`src/rtl/relay_pkg.sv`:
```
// Shared constants for the relay receive framer: simulate-mode codes,
// framing patterns, sample-tick divide value and FSM state type.
package relay_pkg;

  localparam logic [2:0] MODE_SNIFFER       = 3'b000;
  localparam logic [2:0] MODE_TAGSIM_LISTEN = 3'b001;
  localparam logic [2:0] MODE_TAGSIM_MOD    = 3'b010;
  localparam logic [2:0] MODE_READER_LISTEN = 3'b011;
  localparam logic [2:0] MODE_READER_MOD    = 3'b100;
  localparam logic [2:0] MODE_FAKE_READER   = 3'b101;
  localparam logic [2:0] MODE_FAKE_TAG      = 3'b110;

  localparam logic [7:0]  START_FR = 8'hC0;
  localparam logic [7:0]  START_FT = 8'hF0;
  localparam logic [15:0] END_ZERO = 16'h0000;
  localparam logic [15:0] END_FR   = 16'hC000;

  localparam logic [3:0] TICK_DIV = 4'd8;

  typedef enum logic {
    ST_LISTEN = 1'b0,
    ST_MOD    = 1'b1
  } state_e;

  function automatic logic is_relay(input logic [2:0] m);
    return (m == MODE_FAKE_READER) || (m == MODE_FAKE_TAG);
  endfunction

endpackage

```
`src/rtl/maj8_filter.sv`:
```
// Two-flop synchroniser followed by an 8-sample majority filter:
// filt is high when at least 4 of the last 8 synchronised samples are high.
module maj8_filter (
  input  logic clk,
  input  logic rst_n,
  input  logic din,
  output logic filt
);

  logic [1:0] sync_q, sync_d;
  logic [7:0] shift_q, shift_d;
  logic [3:0] pop;

  always_comb begin
    sync_d  = {sync_q[0], din};
    shift_d = {shift_q[6:0], sync_q[1]};
    pop     = 4'd0;
    for (int i = 0; i < 8; i++) begin
      pop = pop + {3'b000, shift_q[i]};
    end
  end

  assign filt = pop[3] | pop[2];

  always_ff @(posedge clk or negedge rst_n) begin
    if (!rst_n) begin
      sync_q  <= 2'b00;
      shift_q <= 8'h00;
    end else begin
      sync_q  <= sync_d;
      shift_q <= shift_d;
    end
  end

endmodule

```
`src/rtl/relay_rx_framer.sv`:
```
// Relay link receive framer: samples the filtered relay line every 16 clocks,
// detects fake-reader / fake-tag frame start and end, and drives mod_type.
module relay_rx_framer
  import relay_pkg::*;
#(
  parameter int FRAME_TICKS_MAX = 4095
) (
  input  logic       ck_1356meg,
  input  logic       nrst,
  input  logic       relay_in,
  input  logic [2:0] mode,
  output logic [2:0] mod_type,
  output logic       data_bit,
  output logic       bit_strobe,
  output logic       frame_active,
  output logic       frame_error
);

  localparam logic [11:0] TICKS_MAX  = 12'(FRAME_TICKS_MAX);
  localparam logic [23:0] FR_START   = {16'h0000, START_FR};
  localparam logic [23:0] FT_START   = {16'h0000, START_FT};
  localparam logic [23:0] FR_END_A   = {8'h00, END_ZERO};
  localparam logic [23:0] FR_END_B   = {END_FR, 8'h00};

  logic        filt;
  logic [3:0]  div_q, div_d;
  logic [2:0]  mode_q;
  state_e      state_q, state_d;
  logic [23:0] hist_q, hist_d, hist_shift;
  logic [2:0]  bit_cnt_q, bit_cnt_d, bit_inc;
  logic [11:0] tick_cnt_q, tick_cnt_d, tick_inc;
  logic [2:0]  mod_type_q, mod_type_d;
  logic        bit_strobe_q, frame_error_q, frame_error_d;
  logic        tick, fake_reader, start_hit, end_hit;

  maj8_filter u_filter (
    .clk   (ck_1356meg),
    .rst_n (nrst),
    .din   (relay_in),
    .filt  (filt)
  );

  assign tick        = (div_q == TICK_DIV);
  assign fake_reader = (mode == MODE_FAKE_READER);

  always_comb begin
    div_d         = div_q + 4'd1;
    hist_shift    = {hist_q[22:0], filt};
    bit_inc       = bit_cnt_q + 3'd1;
    tick_inc      = tick_cnt_q + 12'd1;
    start_hit     = fake_reader ? (hist_shift == FR_START) : (hist_shift == FT_START);
    end_hit       = fake_reader ? ((hist_shift == FR_END_A) || (hist_shift == FR_END_B))
                                : (hist_shift[15:0] == END_ZERO);
    hist_d        = hist_q;
    bit_cnt_d     = bit_cnt_q;
    tick_cnt_d    = tick_cnt_q;
    state_d       = state_q;
    frame_error_d = 1'b0;

    // A mode change takes priority over a coincident tick and restarts framing.
    if ((mode != mode_q) || !is_relay(mode)) begin
      state_d    = ST_LISTEN;
      hist_d     = 24'h000000;
      bit_cnt_d  = 3'd0;
      tick_cnt_d = 12'd0;
    end else if (tick) begin
      hist_d    = hist_shift;
      bit_cnt_d = bit_inc;
      if (state_q == ST_LISTEN) begin
        if (start_hit) begin
          state_d    = ST_MOD;
          bit_cnt_d  = 3'd0;
          tick_cnt_d = 12'd0;
        end
      end else begin
        tick_cnt_d = tick_inc;
        if (tick_inc == TICKS_MAX) begin
          state_d       = ST_LISTEN;
          frame_error_d = 1'b1;
        end else if (end_hit && (bit_inc == 3'd0)) begin
          state_d = ST_LISTEN;
        end
      end
    end

    case (mode)
      MODE_FAKE_READER: mod_type_d = (state_d == ST_MOD) ? MODE_READER_MOD : MODE_READER_LISTEN;
      MODE_FAKE_TAG:    mod_type_d = (state_d == ST_MOD) ? MODE_TAGSIM_MOD : MODE_TAGSIM_LISTEN;
      default:          mod_type_d = mode;
    endcase
  end

  always_ff @(posedge ck_1356meg or negedge nrst) begin
    if (!nrst) begin
      div_q         <= 4'd0;
      mode_q        <= MODE_SNIFFER;
      state_q       <= ST_LISTEN;
      hist_q        <= 24'h000000;
      bit_cnt_q     <= 3'd0;
      tick_cnt_q    <= 12'd0;
      mod_type_q    <= 3'b000;
      bit_strobe_q  <= 1'b0;
      frame_error_q <= 1'b0;
    end else begin
      div_q         <= div_d;
      mode_q        <= mode;
      state_q       <= state_d;
      hist_q        <= hist_d;
      bit_cnt_q     <= bit_cnt_d;
      tick_cnt_q    <= tick_cnt_d;
      mod_type_q    <= mod_type_d;
      bit_strobe_q  <= tick;
      frame_error_q <= frame_error_d;
    end
  end

  assign mod_type     = mod_type_q;
  assign data_bit     = hist_q[7];
  assign bit_strobe   = bit_strobe_q;
  assign frame_active = (state_q == ST_MOD);
  assign frame_error  = frame_error_q;

endmodule
```
`config.mk`:
```
export PLATFORM = sky130hd
export DESIGN_NAME = relay_rx_framer
export DESIGN_NICKNAME = d
export VERILOG_FILES = /design/src/rtl/relay_pkg.sv /design/src/rtl/maj8_filter.sv /design/src/rtl/relay_rx_framer.sv
export SDC_FILE = /design/constraint.sdc
export NUM_CORES = 1
export LEC_CHECK = 0
export ABC_AREA = 1
export CORE_ASPECT_RATIO = 1.75
export CORE_MARGIN = 2
export CORE_UTILIZATION = 53
export DETAILED_ROUTE_END_ITERATION = 10
export GPL_ROUTABILITY_DRIVEN = 0
export PLACE_DENSITY_LB_ADDON = 0.25
export RECOVER_POWER = 50
export SLEW_MARGIN = 30
export SYNTH_ARGS = -nofsm -noshare
export SYNTH_HDL_FRONTEND = slang
export SYNTH_SLANG_ARGS = --single-unit
```
`constraint.sdc`:
```
create_clock -name ck_1356meg -period 2.52 [get_ports ck_1356meg]
set_input_delay 0.756 -clock ck_1356meg [delete_from_list [all_inputs] [get_ports ck_1356meg]]
set_output_delay 0.756 -clock ck_1356meg [all_outputs]
set_load 0.02 [all_outputs]
```
==> impl_metrics.ini <==
[clock_network]
cts.clk_slew.worst_paths_ns = 0.06
cts.htree.levels = 3
clock-sinks = 61
ctsHoldBuffers = 0
clock_latency_ns = 0.33
cts_buffers = 9
cts_tree = built
root_buffer = clkbuf_8
max-clock-path-buffers = 2

[grt]
use_met2 = 0.389
grt_pass1_vias = 2390
grt_pass1_wl_um = 10000
use_met1 = 0.236
antenna_found_initial = 0
overflow = 0
grt_max_degree = 39
grtUsageMet3 = 0.0652
track_usage = 0.220
busiest_layer = met2

[setup_path]
cp-end-kind = flop
crit_path_frequent_cell = nand2_1
slowest_stage = fa_1
critical-path-max-stage-delay_ns = 0.49
rr_worst_depth = 18
path_max_fanout = 3
crit_path_cell_trace = ha_4 > inv_2 > fa_1 > fa_1 > inv_1 > ha_1 > nand2_1 > nand2_1 > nand2_1 > nand4_1 > inv_2 > nand3_2 > nand2_2 > inv_2 > nand2_2 > nand2_2 > nand2_1 > nand3_1
required_ns = 2.74
setup.worst_path.class = flop to flop
critPathLaunchType = flop
arrival_ns = 3.16

[layout]
area_growth_pct = 18.7
drive_above_1_share = 0.162
fin_cells = 457
antenna_cells = 0
multi_input_area_mm2 = 0.00128
fill_cells = 442
final_core_util = 0.659
seqCellArea_mm2 = 0.00153
final_nets = 398

[yosys]
avgSynthCellArea_um2 = 8.43
synth_most_common_cell = nand2_1
synth-edff-count = 0
synth_area_leaders = dfrtp_1 (52%), nand2_1 (11%), inv_1 (6.8%), nand3_1 (5.1%), o21ai_0 (4.9%)
synth_nets = 367
yosys_warnings = 0
seq_area_frac_synth = 0.519
yosys_most_used_dff = dfrtp_1
ys_async_sr_fraction = 1.00
netlist_area_mm2 = 0.00294
ys_types = 28
synthTopCellsByCount = nand2_1 (88), dfrtp_1 (61), inv_1 (53)
synth_cells = 349
synth_seq_cells = 61
yosysTopAreaCell = dfrtp_1
synth_top_area_share = 0.519

[routing]
num_vias = 2340
drtPass1Iterations = 4
routedWlPerCell_um = 13.1
remaining_drc_errors = 0
drt_iter0_drc = 111
wl_um = 6000
ant_nets = 0
vias_per_cell = 5.12

[floorplan]
pin_count = 13
fp.dieArea_mm2 = 0.00619
initial_utilization = 0.555
die_w_um = 60.3
coreArea_mm2 = 0.00530
die_h_um = 103
rows = 35

[pwr]
peakVddDrop_uv = 382
internal_power_mw = 1.38
clockPowerShare = 0.377
seq_power_share = 0.552
switching_share = 0.238
p_sw_uw = 431
power_mw = 1.81
p_per_area_mw_per_mm2 = 519
leakagePower_nw = 1.60
combPwrFrac = 0.071

[sta]
clock.fmax_mhz = 340
setup_tns_ns = -7.61
layout_setup_ws_ns = -0.417
period_minus_slack_ns = 2.94
post-route-period-util = 1.17
max-slew-margin-rel = 0.120
timing_hold_violations_final = 0
maxSlewViolCount = 0
worst_pin_slew_ns = 1.32
setup_viol = 28
grt_setup_unrepaired = yes
finalClockSkew_ns = 0.00569

[flow_run]
drv_cap = 0

[place]
io_buffers = 12
placed_cells = 439
dpl.hpwl_um = 4160

[min_path]
hp-class = flop to flop
min_delay_path_depth = 0

[outcome]
violations = setup timing
status = finished with violations
[per-layer routing]
| metal | share of wire | vias to the layer above | wire, um |
|---|---|---|---|
| met2 | 0.56 | 52 | 3340 |
| met4 | 0.018 | 0 | 108 |
| met1 | 0.40 | 1111 | 2390 |
| met5 | 0 | - | 0 |
| met3 | 0.029 | 10 | 173 |
| li1 | - | 1167 | - |
[power groups by stage]
stage | Combinational, mW | Clock, mW | Sequential, mW
6_report | 0.128 | 0.683 | 1.00
3_5_place_dp | 0.119 | 0 | 1.02
4_1_cts | 0.125 | 0.709 | 1.00
5_1_grt | 0.147 | 0.752 | 1.00
3_3_place_gp | 0.117 | 0 | 1.02
2_1_floorplan | 0.0585 | 0 | 1.02
[final timing paths]
check | startpoint | endpoint | slack [ns]
max | u_filter.shift_q[0] | mod_type[1] | -0.42
min | u_filter.sync_q[0] | u_filter.sync_q[1] | 0.35
max reg2reg | u_filter.shift_q[0] | mod_type[1] | -0.42
min reg2reg | u_filter.sync_q[0] | u_filter.sync_q[1] | 0.35
max in group asynchronous | nrst | tick_cnt_q[1] | 0.54
min in group asynchronous | nrst | tick_cnt_q[4] | 0.70
[repair_timing]
item,in CTS,in global routing
buffers inserted,1,2
pin swaps,5,12
cloned,1,0
setup endpoints to repair,19,27
gates resized for setup,18,24
[kinds of logic (layout without fill, tap and decap cells)]
group | after synthesis | in the layout | share of synthesized area
flip-flops | 61 | 61 | 0.519
XOR/XNOR | 5 | 5 | 0.0149
AO/OA/AOI/OAI | 44 | 44 | 0.0851
adder cells (fa/ha/maj) | 12 | 12 | 0.0561
buffers and inverters | 64 | 97 | 0.0859
AND/OR/NAND/NOR | 163 | 164 | 0.239
[area by class of cell]
class,instances,area share
sequential,61,0.437
inverter,56,0.0613
timing repair buffer,27,0.0659
multi-input combinational,225,0.367
clock inverter,3,0.00430
tap,74,0.0265
clock buffer,11,0.0376
[cells in the final DEF, fill, tap and decap left out, types with 3 or more instances in the layout]
cell             count
a21oi_1              3
nand2_1             77
clkinv_2             3
nand3_2              4
o21ai_1             11
xor2_1               4
clkbuf_1             3
dfrtp_1             61
clkdlybuf4s50_1      9
inv_2                4
nand2_2             12
nand4_1              5
nor3_1               3
buf_4               12
nand3b_1             3
clkbuf_8             9
nor2_1              25
nand3_1             26
o31ai_1              7
nor2_2               5
ha_1                 9
o21ai_0             17
inv_1               50
[per-stage QoR]
stage / area [um2] / setup WS [ns] / hold WS (ns)
global placement: 3210 / -0.432 / 0.336
detailed placement: 3210 / -0.436 / 0.336
global route: 3490 / -0.609 / 0.356
floorplan: 2940 / -0.252 / 0.331
finish: 3490 / -0.417 / 0.351
CTS: 3420 / -0.402 / 0.350
[state kept, by name (all words and copies together) (netlist names)]
signal / count
div_q: 4
bit_strobe: 1
bit_cnt_q: 3
mod_type: 3
frame_active: 1
hist_q: 23
mode_q: 3
tick_cnt_q: 12
u_filter.sync_q: 2
frame_error: 1
u_filter.shift_q: 8
[worst max-delay path: cells and delay by family (launching register included)]
family / cells / cell delay (ns)
adder cells (fa/ha/maj): 4 / 1.46
AND/OR/NAND/NOR: 10 / 0.72
buffers and inverters: 4 / 0.22
flip-flops: 1 / 0.41
No activity file was read; power rests on OpenSTA's default activity.
